## src/rtl/morse_rx_decoder.sv

```systemverilog
// Morse receive front end: synchronise and debounce the key, time marks/spaces
// against a programmable dot unit, assemble characters and queue them in a FWFT FIFO.
module morse_rx_decoder #(
    parameter int CNT_W    = 16,
    parameter int MAX_SYM  = 6,
    parameter int DEPTH    = 4,
    parameter int DEBOUNCE = 4
) (
    input  logic                         clk,
    input  logic                         rst_n,
    input  logic                         ena,
    input  logic [CNT_W-1:0]             unit_len,
    input  logic                         key_in,
    output logic                         key_state,
    output logic                         code_valid,
    input  logic                         code_ready,
    output logic [$clog2(MAX_SYM+1)-1:0] code_len,
    output logic [MAX_SYM-1:0]           code_bits,
    output logic                         code_ovf,
    output logic                         word_gap,
    output logic                         fifo_ovf
);
    localparam int LW  = $clog2(MAX_SYM + 1);
    localparam int AW  = $clog2(DEPTH);
    localparam int CW  = AW + 1;
    localparam int DBW = $clog2(DEBOUNCE + 1);
    localparam int TW  = CNT_W + 3;

    localparam logic [1:0] S_IDLE  = 2'd0;
    localparam logic [1:0] S_MARK  = 2'd1;
    localparam logic [1:0] S_SPACE = 2'd2;
    localparam logic [1:0] S_GAP   = 2'd3;

    logic               r_sync1, r_sync2;
    logic               r_key_state;
    logic [DBW-1:0]     r_db_cnt;
    logic [CNT_W-1:0]   r_dur;
    logic [1:0]         r_state;
    logic [LW-1:0]      r_cnt;
    logic [MAX_SYM-1:0] r_bits;
    logic               r_ovf;

    logic               w_db_hit, w_rise, w_fall;
    logic [CNT_W-1:0]   w_u;
    logic [TW-1:0]      w_u_ext, w_dur_ext, w_thr_l, w_thr_w;
    logic               w_is_dash, w_at_l, w_at_w;
    logic [MAX_SYM-1:0] w_one;

    logic [1:0]         w_state_next;
    logic [LW-1:0]      w_cnt_next;
    logic [MAX_SYM-1:0] w_bits_next;
    logic               w_ovf_next;
    logic               w_push, w_push_en;
    logic [LW-1:0]      w_push_len;
    logic [MAX_SYM-1:0] w_push_bits;
    logic               w_push_ovf, w_push_word;

    // Two-flop synchroniser; frozen with the rest of the timing path when ena is low.
    always_ff @(posedge clk or negedge rst_n) begin
        if (!rst_n) begin
            r_sync1 <= 1'b0;
            r_sync2 <= 1'b0;
        end else if (ena) begin
            r_sync1 <= key_in;
            r_sync2 <= r_sync1;
        end
    end

    assign w_db_hit = (r_sync2 != r_key_state) && (r_db_cnt == DBW'(DEBOUNCE - 1));
    assign w_rise   = w_db_hit & ~r_key_state;
    assign w_fall   = w_db_hit & r_key_state;

    always_ff @(posedge clk or negedge rst_n) begin
        if (!rst_n) begin
            r_key_state <= 1'b0;
            r_db_cnt    <= '0;
            r_dur       <= '0;
        end else if (ena) begin
            if (r_sync2 != r_key_state) begin
                if (w_db_hit) begin
                    r_key_state <= ~r_key_state;
                    r_db_cnt    <= '0;
                end else begin
                    r_db_cnt <= r_db_cnt + DBW'(1);
                end
            end else begin
                r_db_cnt <= '0;
            end
            // dur restarts at 1 on the toggle edge so it counts the new level's cycles
            if (w_db_hit)
                r_dur <= CNT_W'(1);
            else if (r_dur != {CNT_W{1'b1}})
                r_dur <= r_dur + CNT_W'(1);
        end
    end

    assign w_u       = (unit_len == '0) ? CNT_W'(1) : unit_len;
    assign w_u_ext   = {3'b000, w_u};
    assign w_dur_ext = {3'b000, r_dur};
    assign w_thr_l   = w_u_ext << 1;
    assign w_thr_w   = (w_u_ext << 2) + w_u_ext;
    assign w_is_dash = (w_dur_ext >= w_thr_l);
    assign w_at_l    = (w_dur_ext == w_thr_l);
    assign w_at_w    = (w_dur_ext == w_thr_w);
    assign w_one     = {{(MAX_SYM-1){1'b0}}, 1'b1};

    always_comb begin
        w_state_next = r_state;
        w_cnt_next   = r_cnt;
        w_bits_next  = r_bits;
        w_ovf_next   = r_ovf;
        w_push       = 1'b0;
        w_push_len   = r_cnt;
        w_push_bits  = r_bits;
        w_push_ovf   = r_ovf;
        w_push_word  = 1'b0;
        case (r_state)
            S_IDLE: begin
                if (w_rise) w_state_next = S_MARK;
            end
            S_MARK: begin
                if (w_fall) begin
                    if (r_cnt < LW'(MAX_SYM)) begin
                        w_bits_next = r_bits | (w_is_dash ? (w_one << r_cnt) : '0);
                        w_cnt_next  = r_cnt + LW'(1);
                    end else begin
                        w_ovf_next = 1'b1;
                    end
                    w_state_next = S_SPACE;
                end
            end
            S_SPACE: begin
                if (w_at_l) begin
                    w_push       = 1'b1;
                    w_cnt_next   = '0;
                    w_bits_next  = '0;
                    w_ovf_next   = 1'b0;
                    w_state_next = w_rise ? S_MARK : S_GAP;
                end else if (w_rise) begin
                    w_state_next = S_MARK;
                end
            end
            S_GAP: begin
                if (w_at_w) begin
                    w_push       = 1'b1;
                    w_push_len   = '0;
                    w_push_bits  = '0;
                    w_push_ovf   = 1'b0;
                    w_push_word  = 1'b1;
                    w_state_next = w_rise ? S_MARK : S_IDLE;
                end else if (w_rise) begin
                    w_state_next = S_MARK;
                end
            end
            default: w_state_next = S_IDLE;
        endcase
    end

    assign w_push_en = w_push & ena;

    always_ff @(posedge clk or negedge rst_n) begin
        if (!rst_n) begin
            r_state <= S_IDLE;
            r_cnt   <= '0;
            r_bits  <= '0;
            r_ovf   <= 1'b0;
        end else if (ena) begin
            r_state <= w_state_next;
            r_cnt   <= w_cnt_next;
            r_bits  <= w_bits_next;
            r_ovf   <= w_ovf_next;
        end
    end

    // First-word fall-through FIFO; the read side ignores ena.
    logic [LW-1:0]      r_mem_len  [DEPTH];
    logic [MAX_SYM-1:0] r_mem_bits [DEPTH];
    logic               r_mem_ovf  [DEPTH];
    logic               r_mem_word [DEPTH];
    logic [AW-1:0]      r_wr_ptr, r_rd_ptr;
    logic [CW-1:0]      r_count;
    logic               r_fifo_ovf;
    logic               w_empty, w_full, w_pop, w_wr;

    assign w_empty = (r_count == '0);
    assign w_full  = (r_count == CW'(DEPTH));
    assign w_pop   = ~w_empty & code_ready;
    assign w_wr    = w_push_en & (~w_full | w_pop);

    always_ff @(posedge clk) begin
        if (w_wr) begin
            r_mem_len[r_wr_ptr]  <= w_push_len;
            r_mem_bits[r_wr_ptr] <= w_push_bits;
            r_mem_ovf[r_wr_ptr]  <= w_push_ovf;
            r_mem_word[r_wr_ptr] <= w_push_word;
        end
    end

    always_ff @(posedge clk or negedge rst_n) begin
        if (!rst_n) begin
            r_wr_ptr   <= '0;
            r_rd_ptr   <= '0;
            r_count    <= '0;
            r_fifo_ovf <= 1'b0;
        end else begin
            if (w_wr)  r_wr_ptr <= r_wr_ptr + AW'(1);
            if (w_pop) r_rd_ptr <= r_rd_ptr + AW'(1);
            case ({w_wr, w_pop})
                2'b10:   r_count <= r_count + CW'(1);
                2'b01:   r_count <= r_count - CW'(1);
                default: r_count <= r_count;
            endcase
            if (w_push_en && w_full && !w_pop) r_fifo_ovf <= 1'b1;
        end
    end

    assign key_state  = r_key_state;
    assign code_valid = ~w_empty;
    assign code_len   = w_empty ? '0 : r_mem_len[r_rd_ptr];
    assign code_bits  = w_empty ? '0 : r_mem_bits[r_rd_ptr];
    assign code_ovf   = w_empty ? 1'b0 : r_mem_ovf[r_rd_ptr];
    assign word_gap   = w_empty ? 1'b0 : r_mem_word[r_rd_ptr];
    assign fifo_ovf   = r_fifo_ovf;
endmodule

```

## config.mk

```make
export PLATFORM = sky130hd
export DESIGN_NAME = morse_rx_decoder
export DESIGN_NICKNAME = d
export VERILOG_FILES = /design/src/rtl/morse_rx_decoder.sv
export SDC_FILE = /design/constraint.sdc
export NUM_CORES = 1
export LEC_CHECK = 0
export BUFFER_PORTS_ARGS = -buffer_cell sky130_fd_sc_hd__buf_2
export CAP_MARGIN = 20
export CORE_ASPECT_RATIO = 1.4
export CORE_MARGIN = 2
export CORE_UTILIZATION = 36
export DETAILED_ROUTE_END_ITERATION = 8
export PLACE_DENSITY = 0.63
export RECOVER_POWER = 100
export REMOVE_ABC_BUFFERS = 1
export SLEW_MARGIN = 20
export SYNTH_ARGS = -nofsm -noshare
export SYNTH_HDL_FRONTEND = slang
export SYNTH_SLANG_ARGS = --single-unit
```

## constraint.sdc

```tcl
create_clock -name clk -period 4 [get_ports clk]
set_clock_uncertainty 0.05 [all_clocks]
set_input_delay 0.6 -clock clk [delete_from_list [all_inputs] [get_ports clk]]
set_output_delay 0.6 -clock clk [all_outputs]
set_load 0.02 [all_outputs]
```

==> Word level (Yosys, flattened, before mapping) <==
Memories as Yosys holds them, arrays and structs flattened.
Cells that the tools add are included.
{ "totals": {"ff_bits": 42, "mem_bits_rw": 44, "wordCells": 110, "memories": 4} }
{ "classes": {"addsub": 8, "n_lt_le_gt_ge": 2, "eq_ne": 15, "shift": 1, "n_mux": 42, "bitwise_logic": 10, "reduce_logical": 15} }
{ "mem_list": {"columns": ["name", "words", "word_bits", "rd", "rd_clocked_by_memory_dff", "write_ports", "line", "text"], "rows": [
  ["r_mem_bits", 4, 6, 1, 0, 1, "177", "logic [MAX_SYM-1:0] r_mem_bits [DEPTH];"],
  ["r_mem_len", 4, 3, 1, 0, 1, "176", "logic [LW-1:0] r_mem_len [DEPTH];"],
  ["r_mem_ovf", 4, 1, 1, 0, 1, "178", "logic r_mem_ovf [DEPTH];"],
  ["r_mem_word", 4, 1, 1, 0, 1, "179", "logic r_mem_word [DEPTH];"]
]} }
{ "op_table": {"columns": ["operator", "n"], "rows": [
  ["$mux W16", 3],
  ["$mux W6", 7],
  ["$mux W3", 8],
  ["$add A18 B16 Y19", 1],
  ["$eq A16 B19 Y1", 1],
  ["$eq A16 B17 Y1", 1],
  ["$ge A16 B17 Y1", 1],
  ["$add A16 B1 Y16 const B", 1],
  ["$logic_not A16 Y1", 1],
  ["$ne A16 B16 Y1 const B", 1],
  ["$mux W1", 13],
  ["$pmux W3 S2", 2],
  ["$pmux W6 S2", 1],
  ["$mux W2", 5],
  ["$reduce_and A5 Y1", 2],
  ["$add A3 B1 Y3 const B", 3],
  ["$ne A2 B2 Y1 const B", 4],
  ["$pmux W2 S4", 1],
  ["$eq A2 B2 Y1 const B", 3],
  ["$or A6 B6 Y6", 1],
  ["$reduce_bool A2 Y1", 3],
  ["$shl A1 B3 Y6 const A", 1],
  ["$and A1 B1 Y1", 5],
  ["$add A2 B1 Y2 const B", 2],
  ["other kinds (15)", 22]
]} }

==> Logic depth before layout (Yosys ltp) <==
Gate-level depths: netlist (run 1).
{ "depth": {"ltp_word": 10, "ltp_mapped": 18, "mapped_depth_nobuf": 18} }

==> Worst setup path before layout (run 1) <==
OpenSTA, ideal clock, no wires.
{ "synth_path": {"path_kind": "input port to flip-flop", "from": "input unit_len[1]", "to": "register r_count[1]", "arrival_ns": 4.781, "slack_ns": -0.925, "cell_stages": 18, "path_buffers": 0, "path_cell_list": "nor4_1 nand4_1 o21bai_1 ha_1 fa_1 xor2_1 nor3_1 o2111a_1 nand4_1 nand4bb_1 or4bb_1 o41ai_4 nor2_1 fa_1 o21ai_0 a21oi_1 o211ai_1 a211oi_1"} }
{ "synth_between": {"elab_chain_cells": 10, "elab_cells_between_ends": 14, "cone_classes": "add/sub: 1; eq/ne: 4; mux: 5; bitwise: 2; reduce/logical: 2"} }
{ "synth_lines": {"columns": ["element", "line", "text"], "rows": [
  ["start, declared", "12", "input logic [CNT_W-1:0] unit_len,"],
  ["$logic_not A16 Y1", "97", "assign w_u = (unit_len == '0) ? CNT_W'(1) : unit_len;"],
  ["$mux W16 (*)", "97", null],
  ["$add A18 B16 Y19", "101", "assign w_thr_w = (w_u_ext << 2) + w_u_ext;"],
  ["$eq A16 B19 Y1", "104", "assign w_at_w = (w_dur_ext == w_thr_w);"],
  ["$mux W1", "144", "if (w_at_w) begin"],
  ["$pmux W1 S2 (*)", "117", "case (r_state)"],
  ["$and A1 B1 Y1 (*)", "159", "assign w_push_en = w_push & ena;"],
  ["$and A1 B1 Y1 (*)", "188", "assign w_wr = w_push_en & (~w_full | w_pop);"],
  ["$eq A2 B1 Y1 or $eq A2 B2 Y1 (tied branches)", "208", "case ({w_wr, w_pop})"],
  ["$pmux W3 S2 or $reduce_bool A2 Y1 (tied branches)", null, null],
  ["end signal, assigned", "209", "2'b10: r_count <= r_count + CW'(1);"],
  ["end signal, assigned", "210", "2'b01: r_count <= r_count - CW'(1);"],
  ["end signal, assigned", "211", "default: r_count <= r_count;"],
  ["end, declared", "181", "logic [CW-1:0] r_count;"]
]} }
Every way passes the cells marked *; elsewhere a longest branch is shown, timed or not.
A chain may end at the register's enable or synchronous reset.

==> Final worst setup path (run 1) <==
{ "layout_path": {"from": "input unit_len[7]", "to": "memory r_mem_bits[1][0] (enable)"} }
{ "layout_between": {"elab_chain_cells": 10, "elab_cells_between_ends": 12, "cone_classes": "add/sub: 1; eq/ne: 2; mux: 6; bitwise: 2; reduce/logical: 1"} }
{ "layout_lines": {"columns": ["element", "line", "text"], "rows": [
  ["$logic_not A16 Y1", "97", null],
  ["$mux W16 (*)", "97", null],
  ["$add A18 B16 Y19", "101", null],
  ["$eq A16 B19 Y1", "104", null],
  ["$mux W1", "144", null],
  ["$pmux W1 S2 (*)", "117", null],
  ["$and A1 B1 Y1 (*)", "159", null],
  ["$and A1 B1 Y1 (*)", "188", null],
  ["$mux W1 (*)", "191", "if (w_wr) begin"],
  ["$mux W1 (not written as such) (*)", "193", "r_mem_bits[r_wr_ptr] <= w_push_bits;"],
  ["end, declared", "177", null]
]} }
Marks and branches as above.

==> results of run 1 <==
==> state kept, by name (all words and copies together) (netlist names) <==
signal	flops
key_state	1
r_wr_ptr	2
r_sync1	1
r_mem_len	12
r_state	2
r_db_cnt	3
r_mem_word	4
r_mem_ovf	4
r_ovf	1
r_bits	6
r_cnt	3
r_mem_bits	24
r_dur	16
r_count	3
r_sync2	1
fifo_ovf	1
r_rd_ptr	2
==> cells in the mapped netlist (13+ instances only) <==
master / number
sky130_fd_sc_hd__a21oi_1: 34
sky130_fd_sc_hd__and2_1: 14
sky130_fd_sc_hd__clkbuf_1: 23
sky130_fd_sc_hd__dfrtp_1: 42
sky130_fd_sc_hd__edfxtp_1: 44
sky130_fd_sc_hd__ha_1: 40
sky130_fd_sc_hd__inv_1: 36
sky130_fd_sc_hd__nand2_1: 36
sky130_fd_sc_hd__nand3_1: 15
sky130_fd_sc_hd__nor2_1: 35
sky130_fd_sc_hd__nor2b_1: 17
sky130_fd_sc_hd__nor3_1: 13
sky130_fd_sc_hd__o21ai_0: 25
sky130_fd_sc_hd__xnor2_1: 18
==> layout by cell type (no fill, tap or decap), drive strengths merged, types with 3 or more instances in the layout <==
| master | instances |
|---|---|
| buf | 100 |
| edfxtp | 44 |
| dfrtp | 42 |
| ha | 40 |
| inv | 39 |
| nand2 | 36 |
| a21oi | 35 |
| nor2 | 35 |
| o21ai | 27 |
| clkbuf | 27 |
| xnor2 | 18 |
| nor2b | 17 |
| nand3 | 15 |
| and2 | 14 |
| nor3 | 13 |
| nand4 | 12 |
| xor2 | 12 |
| or3 | 11 |
| mux4 | 11 |
| and3 | 10 |
| a21o | 8 |
| nand2b | 8 |
| nor4 | 8 |
| o21a | 6 |
| mux2 | 5 |
| a31oi | 4 |
| or2 | 4 |
| mux2i | 4 |
| nand4b | 3 |
| or4 | 3 |
| o22ai | 3 |
| a2111oi | 3 |
==> logic make-up after synthesis <==
logic type               synth area share
buffers and inverters              0.0452
multiplexers                       0.0615
flip-flops                          0.424
adder cells (fa/ha/maj)            0.0967
XOR/XNOR                           0.0470
AO/OA/AOI/OAI                       0.132
AND/OR/NAND/NOR                     0.194
==> per-stage QoR <==
stage	total power [mW]	hold WS, ps	instance area [µm²]
finish	3.21	323	7120
global route	3.44	396	7120
CTS	3.23	407	7060
detailed placement	2.30	397	6450
global placement	2.26	390	6450
floorplan	1.92	254	5470
==> critical path, stage by stage <==
cell and delay (ps):
sky130_fd_sc_hd__buf_6 100, sky130_fd_sc_hd__nor4_4 290, sky130_fd_sc_hd__nand4_1 160, sky130_fd_sc_hd__o21bai_1 220, sky130_fd_sc_hd__ha_2 220, sky130_fd_sc_hd__fa_1 420
sky130_fd_sc_hd__xor2_1 180, sky130_fd_sc_hd__a211oi_1 200, sky130_fd_sc_hd__nand3_1 100, sky130_fd_sc_hd__or4_1 420, sky130_fd_sc_hd__or4_4 520, sky130_fd_sc_hd__or4b_4 560
sky130_fd_sc_hd__nor4_4 230, sky130_fd_sc_hd__o211a_4 240, sky130_fd_sc_hd__and3_4 200, sky130_fd_sc_hd__buf_12 130
==> path summary, 6_finish.rpt <==
| check | end | slack [ps] | cells after the start | startpoint |
|---|---|---|---|---|
| worst max register to register | r_mem_bits[1][0] | 290 | 10 | r_dur[6] |
| min in group clk | fifo_ovf | 410 | 1 | fifo_ovf |
| worst min register to register | fifo_ovf | 410 | 1 | fifo_ovf |
| worst min-delay path | r_dur[8] | 320 | 1 | rst_n |
| worst max-delay path | r_mem_bits[1][0] | -810 | 16 | unit_len[7] |
| max in group asynchronous | r_rd_ptr[0] | 1700 | 2 | rst_n |
==> layout make-up <==
class | count | share of cell area
flip-flops and latches | 86 | 0.333
clock buffers | 9 | 0.0316
inverters | 36 | 0.0190
well taps | 192 | 0.0337
clock inverters | 7 | 0.0128
repair buffers | 118 | 0.121
multi-input cells | 401 | 0.449
==> power groups by stage <==
stage	Clock (mW)	Sequential [mW]	Combinational, mW
floorplan	0	1.17	0.754
global route	0.934	1.22	1.28
global placement	0	1.21	1.05
CTS	0.887	1.20	1.14
detailed placement	0	1.22	1.09
finish	0.869	1.20	1.14
==> layer usage <==
layer / vias to the layer above / GRT usage
met3: 38 / 0.0278
met2: 92 / 0.329
li1: 2217 / -
met5: - / 0
met1: 2169 / 0.196
met4: 0 / 0.0734
==> what timing repair did <==
action,4_1_cts,5_1_grt
endpoints found under the setup margin,96,99
hold endpoints to repair,0,0
buffers inserted,15,0
gates resized for setup,45,23
cloned,1,2
pin swaps,18,5
==> out/metrics.yaml, run 1 <==
run_status: "complete, but fails checks"
failed_checks: "negative setup slack"
final_hold_viol_count: 0
port-buffer-count: 34
powerDensity_mw_per_mm2: 451
criticalPathCategory: "primary input to flop"
topRoutingLayerUsed: "met4"
design.portCount: 35
number_of_cells_in_the_design_after_placement: 816
crit_path_start_kind: "primary input"
intPower_mw: 2.04
share_of_layout_cells_above_drive_strength_1: 0.269
switchingPower_mw: 1.16
syn_to_final_growth_pct: 27.3
final_nets: 715
regArea_mm2: 0.00237
tritoncts_num_sinks: 86
clk_pin_slew_ps: 70
floorplan.initialDensity: 0.370
timing.max_slew.rel_slack: 0.0144
grt_max_degree: 43
async_flop_share: 0.488
number_of_distinct_library_cell_variants_in_the_gate_level_netlist_after_synthesis: 68
cts_made_buffers: 9
required_worst_endpoint_ps: 4000
global_placer_s_final_weighted_congestion: 0.903
wl_per_cell_um: 16.3
finalSetupTns_ps: -71320
synth_edf_count: 44
met2_routed_length_mm: 7.51
yosysWarnings: 0
rsz0062_at_grt: "true"
global_route_wire_length_before_repair_mm: 22.9
synth.cell_area_mm2: 0.00559
drt-initial-drc-count: 183
final-instance-count-excl-fill: 849
fp.dieH_um: 151
floorplan.rows: 53
timing.final.crit_period_ps: 4810
ctsHoldBuffers: 0
crit_path_end_kind: "flop"
met3RoutedLength_um: 379
clock_tree.htree_level_count: 3
dp_worst_setup_slack_ps: -1360
synth.yosys.seq_area_share: 0.424
chipWidth_um: 109
synthCells: 549
final.period_utilization: 1.20
timing.max_cap.violations: 0
vdd.ir_drop.worst_v: 0.000258
post-route-drc-count: 0
multi_input_comb_area_mm2: 0.00319
fmaxAchievable_mhz: 208
hold_class: "primary input to asynchronous set/reset pin"
worst-slew-pin-transition_ps: 1480
global_route_total_overflow: 0
finalMaxSlewViolations: 0
post-route-util: 0.471
power.share.switching: 0.363
p_leak_nw: 2.95
synth_area_leaders: "sky130_fd_sc_hd__edfxtp_1 (24%), sky130_fd_sc_hd__dfrtp_1 (19%), sky130_fd_sc_hd__ha_1 (9.0%)"
grt_pass1_vias: 4778
grtUsageTotal: 0.176
route.antenna.remaining_nets: 0
cts_root_buffer: "sky130_fd_sc_hd__clkbuf_16"
first_pass_iters: 4
synth_largest_type_area_fraction: 0.236
worst_skew_pair.late_latency_ps: 340
clkPwrFrac: 0.271
antenna_cells: 0
critical_path_peak_fanout: 11
vias_per_cell: 5.32
filler_cell_count: 1403
setup_slack_ps: -813
ctsLongestPathBuffers: 2
wirelength_met1_mm: 5.47
cts_tree: "yes"
netlist.top_cell.by_area: "sky130_fd_sc_hd__edfxtp_1"
core_mm2: 0.0151
grt_antenna_before_repair: 0
post-dp-hpwl_mm: 10.3
synth.avg_cell_area_um2: 10.2
die_area_mm2: 0.0166
vias: 4516
critPathArrivalTime_ps: 4820
share_seq_of_total_power: 0.373
comb_power_share: 0.357
timing.final.setup_violations: 101
ys_ff_latch: 86
postSynth.topFlopCell: "sky130_fd_sc_hd__edfxtp_1"
drt-total-wl_mm: 13.8
Power figures use the tool's default switching activity.
==> run 2: changes to the inputs <==
==> constraint.sdc (replaced) <==
create_clock -name clk -period 4 [get_ports clk]
set_clock_uncertainty 0.05 [all_clocks]
set_input_delay 0 -clock clk [delete_from_list [all_inputs] [get_ports clk]]
set_output_delay 0 -clock clk [all_outputs]
set_load 0.02 [all_outputs]
==> run 2 against run 1 <==
Effect of this change: the run ends with max-capacitance violations, max-slew violations, negative setup slack left; sequential cell count did not move; via count fell by 0.69%; clock power fell by 4.6%; total power fell by 2.3%; die area did not move; hold slack got worse by 260 ps; critical endpoint is now r_mem_bits[1][1].
==> out/metrics.yaml, run 2 (synthesis results as in run 1) <==
reg2reg_setup_slack_ps: 280  # about the same
critPathArrivalTime_ps: 4290  # -530 ps
placement.cell_area_mm2: 0.00628  # -2.7%
global_route_wire_length_before_repair_mm: 22.2  # -3.2%
syn_to_final_growth_pct: 23.4
crit_path_start_kind: "primary input"
final.period_utilization: 1.07  # -0.134
critical_path.reg2reg.startpoint: "r_dur[6]"
reg_top3: "r_mem_bits x24, r_dur x16, r_mem_len x12"
number_of_cells_in_the_design_after_placement: 793  # -2.8%
tritoncts_num_sinks: 86  # unchanged
clk_pin_slew_ps: 60  # about the same
timing.max_slew.rel_slack: -0.230  # -0.245
commonest_non_fill_non_tap_cells_in_the_layout: "sky130_fd_sc_hd__buf_4 (44), sky130_fd_sc_hd__edfxtp_1 (44), sky130_fd_sc_hd__dfrtp_1 (42)"
drt-total-wl_mm: 13.8  # -0.29%
vdd.ir_drop.worst_v: 0.000271  # +4.9%
worst-slew-pin-transition_ps: 1850  # +367 ps
fp.dieH_um: 151  # unchanged
post-route-drc-count: 0  # unchanged
crit_path_end_kind: "flop"
criticalPathCategory: "primary input to flop"
power.share.switching: 0.357  # -0.00589
final-instance-count-excl-fill: 821  # -3.3%
required_worst_endpoint_ps: 4010  # about the same
vias: 4485  # -0.69%
stdcell_area_mm2: 0.00690  # -3.1%
grt_antenna_before_repair: 0  # unchanged
fmaxAchievable_mhz: 234  # +13%
cts_made_buffers: 9  # unchanged
r2r_cells: 10  # unchanged
run_status: "complete, but fails checks"
final_hold_viol_count: 0  # unchanged
ctsLongestPathBuffers: 2  # unchanged
clock_tree.htree_level_count: 3  # unchanged
comb_power_share: 0.353  # -0.004
finalMaxSlewViolations: 33  # +33
clkPwrFrac: 0.265  # -0.006
cts_tree: "yes"
min-delay-start: "ena"
drt-initial-drc-count: 218  # +19%
setup_slack_ps: -275  # +538 ps
first_pass_iters: 4  # unchanged
failed_checks: "max-capacitance violations, max-slew violations, negative setup slack"
hold-path-endpoint: "r_db_cnt[1]"
port-buffer-count: 34  # unchanged
rsz0062_at_grt: "true"
post-dp-hpwl_mm: 10.1  # -1.3%
worstHoldPathCells: 3
global_route_total_overflow: 0  # unchanged
worst_skew_pair.late_latency_ps: 340  # about the same
critical_path_peak_fanout: 5  # -6
core_mm2: 0.0151  # unchanged
share_of_layout_cells_above_drive_strength_1: 0.243  # -0.0262
chipWidth_um: 109  # unchanged
floorplan.rows: 53  # unchanged
floorplan.initialDensity: 0.370  # unchanged
intPower_mw: 2.02  # -1.4%
timing.final.crit_period_ps: 4270  # -538 ps
antenna_cells: 0  # unchanged
route.antenna.remaining_nets: 0  # unchanged
post-route-util: 0.456  # -0.0146
powerDensity_mw_per_mm2: 454  # +0.79%
wl_per_cell_um: 16.8  # +3.1%
timing.final.setup_violations: 91  # -9.9%
largest_register_ffs: 24  # unchanged
vias_per_cell: 5.46  # +2.7%
grt_max_degree: 43  # unchanged
global_placer_s_final_weighted_congestion: 0.929  # +2.9%
cts_root_buffer: "sky130_fd_sc_hd__clkbuf_16"
critical_path.reg2reg.endpoint: "r_mem_bits[1][1]"
hold_class: "primary input to flop"
switchingPower_mw: 1.12  # -3.9%
timing.max_cap.violations: 1  # +1
total_power_after_layout_mw: 3.13  # -2.3%
regMostFlops: "r_mem_bits"
final_nets: 687  # -3.9%
design.portCount: 35  # unchanged
grt_pass1_vias: 4654  # -2.6%
die_area_mm2: 0.0166  # unchanged
p_leak_nw: 2.86  # -3.2%
share_seq_of_total_power: 0.383  # +0.010
grtUsageTotal: 0.170  # -0.00633
## run 2: cell count changes in the layout (fill, tap and decap cells not counted), sizes merged
| cell | delta |
|---|---|
| buf | -18 |
| clkbuf | -13 |
| dlygate4sd3 | +3 |
| clkinv | +2 |
| clkinvlp | -1 |
| inv | -1 |
## run 2: how the worst max path moves through the flow
stage / startpoint / endpoint / slack, ps / cells past startpoint
global route: unit_len[7] / r_mem_len[1][1] / -380 / 16
CTS: unit_len[7] / r_mem_bits[2][5] / -190 / 16
detailed placement: unit_len[7] / r_mem_bits[1][3] / -800 / 16
global placement: unit_len[7] / r_mem_len[0][0] / -700 / 16
floorplan: unit_len[1] / r_count[1] / -320 / 18
finish: unit_len[7] / r_mem_bits[1][1] / -270 / 16
## run 2: layout make-up
| type | instances | area [µm²] |
|---|---|---|
| inverters | 36 | 135 |
| clock buffers | 9 | 225 |
| multi-input cells | 401 | 3180 |
| flip-flops and latches | 86 | 2370 |
| fillers | 1398 | 8220 |
| well taps | 192 | 240 |
| clock inverters | 7 | 70.1 |
| repair buffers | 90 | 674 |
## run 2: critical path: stages
cell                        delay, ps
sky130_fd_sc_hd__buf_8            100
sky130_fd_sc_hd__nor4_4           290
sky130_fd_sc_hd__nand4_1          170
sky130_fd_sc_hd__o21bai_1         240
sky130_fd_sc_hd__ha_2             220
sky130_fd_sc_hd__fa_1             430
sky130_fd_sc_hd__xor2_1           190
sky130_fd_sc_hd__a211oi_1         180
sky130_fd_sc_hd__nand3_1          100
sky130_fd_sc_hd__or4_4            410
sky130_fd_sc_hd__or4_4            520
sky130_fd_sc_hd__or4b_4           560
sky130_fd_sc_hd__nor4_4           250
sky130_fd_sc_hd__o211a_4          220
sky130_fd_sc_hd__and3_4           230
sky130_fd_sc_hd__clkbuf_16        160
## run 2: what timing repair did
action	4_1_cts	5_1_grt
endpoints found under the setup margin	92	92
pin swaps	12	11
buffers inserted	4	2
hold buffers	3	0
endpoints found under the hold margin	44	0
cloned	0	4
resized for setup	16	38
## run 2: power by group through the flow
stage	clock network (mW)	registers [mW]	logic, mW
after floorplan	0	1.17	0.754
after global placement	0	1.21	1.03
after detailed placement	0	1.22	1.06
after CTS	0.840	1.20	1.09
after global routing	0.883	1.22	1.25
final	0.829	1.20	1.11
## run 2: metrics by stage
stage	worst slack (ps)	TNS, ps	hold slack (ps)
5_1_grt	-377	-25930	89.5
3_5_place_dp	-795	-66780	175
3_3_place_gp	-697	-58460	164
6_report	-275	-15620	64.6
2_1_floorplan	-319	-24570	-346
4_1_cts	-186	-9490	49.2
## run 2: per-layer routing
layer  wire length (µm)  track usage  part of all wire
met5                  0            0                 0
met4                380       0.0703             0.028
met3                377       0.0222             0.027
met2               7630        0.312              0.55
met1               5390        0.196              0.39
==> run 3: changes to the inputs <==
--- a/config.mk
+++ b/config.mk
@@ -7,11 +7,13 @@
 export LEC_CHECK = 0
 export BUFFER_PORTS_ARGS = -buffer_cell sky130_fd_sc_hd__buf_2
 export CAP_MARGIN = 20
+export CELL_PAD_IN_SITES_DETAIL_PLACEMENT = 1
+export CELL_PAD_IN_SITES_GLOBAL_PLACEMENT = 2
 export CORE_ASPECT_RATIO = 1.4
 export CORE_MARGIN = 2
 export CORE_UTILIZATION = 36
 export DETAILED_ROUTE_END_ITERATION = 8
-export PLACE_DENSITY = 0.63
+export PLACE_DENSITY = 0.84
 export RECOVER_POWER = 100
 export REMOVE_ABC_BUFFERS = 1
 export SLEW_MARGIN = 20
==> run 3 against run 2 <==
Effect of this change: the flow still finishes with violations (max-capacitance violations, max-slew violations, negative setup slack); register-to-register slack better by 70 ps; clock-buffer cell count is the same; largest power group unchanged; die area is the same; hold slack worse by 30 ps; highest routed layer unchanged; sequential share of layout area is 0.088 points higher; largest cell class unchanged; global-route usage is 2.8 points higher.
==> out/metrics.yaml, run 3 (synthesis results as in run 1) <==
run_status: "complete, but fails checks"
failed_checks: "max-capacitance violations, max-slew violations, negative setup slack"
final-instance-count-excl-fill: 824  # +0.37%
global_placer_s_final_weighted_congestion: 0.882  # -5.1%
post-dp-hpwl_mm: 12.2  # +20%
required_worst_endpoint_ps: 4000  # about the same
tritoncts_num_sinks: 86  # unchanged
timing.final.crit_period_ps: 4170  # -104 ps
grt_util_met2: 0.384  # +0.0719
setup_slack_ps: -170  # +104 ps
rsz0062_at_grt: "true"
critical_path_peak_fanout: 11  # +6
cts_root_buffer: "sky130_fd_sc_hd__clkbuf_16"
worst_hold_slack_ps: 35.0  # -29.6 ps
powerDensity_mw_per_mm2: 458  # +0.95%
multi_input_comb_area_mm2: 0.00314  # -1.2%
port-buffer-count: 34  # unchanged
syn_to_final_growth_pct: 23.1
timing.max_cap.violations: 1  # unchanged
number_of_cells_in_the_design_after_placement: 797  # +0.50%
design.portCount: 35  # unchanged
global_route_wire_length_before_repair_mm: 25.2  # +14%
drt-initial-drc-count: 108  # -50%
timing.final.setup_violations: 91  # unchanged
critical_path.reg2reg.startpoint: "r_dur[4]"
regMostFlops: "r_mem_bits"
floorplan.rows: 53  # unchanged
fp.dieH_um: 151  # unchanged
antenna_cells: 0  # unchanged
stdcell_area_mm2: 0.00688  # -0.25%
hold-path-endpoint: "r_db_cnt[1]"
p_leak_nw: 2.84  # -0.76%
reg2reg_setup_slack_ps: 350  # +70 ps
vias: 4556  # +1.6%
reg_top3: "r_mem_bits x24, r_dur x16, r_mem_len x12"
final_nets: 690  # +0.44%
crit_path_start_kind: "primary input"
r2r_cells: 10  # unchanged
finalMaxSlewViolations: 43  # +30%
largest_register_ffs: 24  # unchanged
final_hold_viol_count: 0  # unchanged
clk_pin_slew_ps: 70  # about the same
chipWidth_um: 109  # unchanged
placement.cell_area_mm2: 0.00631  # +0.48%
critPathArrivalTime_ps: 4170  # -120 ps
post-route-drc-count: 0  # unchanged
route.antenna.remaining_nets: 0  # unchanged
timing.max_slew.rel_slack: -0.676  # -0.446
worst-slew-pin-transition_ps: 2510  # +669 ps
die_area_mm2: 0.0166  # unchanged
vdd.ir_drop.worst_v: 0.000246  # -9.0%
grt_max_degree: 43  # unchanged
share_of_layout_cells_above_drive_strength_1: 0.236  # -0.00748
clock_tree.htree_level_count: 3  # unchanged
hold_class: "primary input to flop"
cts_tree: "yes"
crit_path_end_kind: "flop"
filler_cell_count: 1704  # +22%
ctsLongestPathBuffers: 2  # unchanged
drt-total-wl_mm: 15.6  # +13%
mostFrequentLayoutCell: "sky130_fd_sc_hd__buf_4"
dp_worst_setup_slack_ps: -701  # +94.6 ps
final.period_utilization: 1.04  # -0.0261
grtUsageTotal: 0.198  # +0.0280
global_route_total_overflow: 0  # unchanged
critical_path.reg2reg.endpoint: "r_mem_bits[0][5]"
worstHoldPathCells: 3  # unchanged
commonest_non_fill_non_tap_cells_in_the_layout: "sky130_fd_sc_hd__buf_4 (48), sky130_fd_sc_hd__edfxtp_1 (44), sky130_fd_sc_hd__dfrtp_1 (42)"
grt_pass1_vias: 4926  # +5.8%
grt_antenna_before_repair: 0  # unchanged
globalRouteMet3Util: 0.0295  # +0.00727
cts_made_buffers: 9  # unchanged
global_route.peak_usage_layer: "met2"
fmaxAchievable_mhz: 240  # +2.5%
core_mm2: 0.0151  # unchanged
vias_per_cell: 5.53  # +1.2%
worst_skew_pair.late_latency_ps: 340  # about the same
wl_per_cell_um: 18.9  # +13%
floorplan.initialDensity: 0.370  # unchanged
first_pass_iters: 4  # unchanged
use_met1: 0.204  # +0.00778
criticalPathCategory: "primary input to flop"
regArea_mm2: 0.00237  # unchanged
min-delay-start: "ena"
run 3: cell types whose count changed in the layout (fill, tap and decap cells not counted), sizes merged:
cell / previous run / this run
clkbuf: 14 / 25
buf: 82 / 76
and3: 10 / 8
bufinv: 1 / 0
inv: 38 / 39
run 3: report_power, final:
| part | total [mW] | internal, mW | switching [mW] |
|---|---|---|---|
| logic | 1.13 | 0.505 | 0.622 |
| registers | 1.20 | 1.01 | 0.186 |
| clock network | 0.828 | 0.442 | 0.386 |
run 3: worst max-delay path by stage:
stage | start | slack, ps | cells past startpoint | to
3_5_place_dp | unit_len[7] | -700 | 19 | r_count[1]
2_1_floorplan | unit_len[1] | -320 | 18 | r_count[1]
5_1_grt | unit_len[14] | -330 | 19 | r_count[1]
6_report | unit_len[14] | -170 | 16 | r_mem_bits[0][5]
3_3_place_gp | unit_len[1] | -470 | 18 | r_count[1]
4_1_cts | unit_len[14] | -160 | 16 | r_mem_bits[1][4]
run 3: repair_timing:
item | 4_1_cts | 5_1_grt
endpoints found under the hold margin | 44 | 0
hold buffers | 3 | 0
gates resized for setup | 14 | 40
setup endpoints to repair | 92 | 92
buffers inserted | 5 | 3
cloned | 0 | 1
pin swaps | 16 | 16
run 3: cell type report:
type / instances / share of cell area
multi-input combinational: 399 / 0.457
sequential: 86 / 0.345
timing repair buffer: 95 / 0.100
tap: 192 / 0.0349
clock buffer: 9 / 0.0327
inverter: 36 / 0.0196
clock inverter: 7 / 0.0111
run 3: worst max-delay path: stages:
cell	delay (ps)
sky130_fd_sc_hd__buf_8	100
sky130_fd_sc_hd__nor4_4	270
sky130_fd_sc_hd__nand4_1	170
sky130_fd_sc_hd__o21bai_2	210
sky130_fd_sc_hd__ha_2	210
sky130_fd_sc_hd__fa_1	450
sky130_fd_sc_hd__xor2_2	170
sky130_fd_sc_hd__a211oi_2	170
sky130_fd_sc_hd__nand3_1	80
sky130_fd_sc_hd__or4_1	400
sky130_fd_sc_hd__or4_1	520
sky130_fd_sc_hd__or4b_4	570
sky130_fd_sc_hd__nor4_4	240
sky130_fd_sc_hd__o211a_1	230
sky130_fd_sc_hd__and3_4	220
sky130_fd_sc_hd__buf_12	140
run 3: metal layers:
metal  vias to the layer above  wire [µm]
met5                         -          0
li1                       2159          -
met2                        80       8790
met1                      2280       5780
met4                         0        673
met3                        37        342
run 3: stage by stage:
| stage | utilization | setup TNS [ps] | total power [mW] |
|---|---|---|---|
| 2_1_floorplan | - | -24570 | 1.92 |
| 3_3_place_gp | 0.417 | -35190 | 2.24 |
| 3_5_place_dp | 0.417 | -54410 | 2.32 |
| 4_1_cts | 0.446 | -8570 | 3.16 |
| 5_1_grt | 0.455 | -23390 | 3.36 |
| 6_report | 0.455 | -10710 | 3.16 |
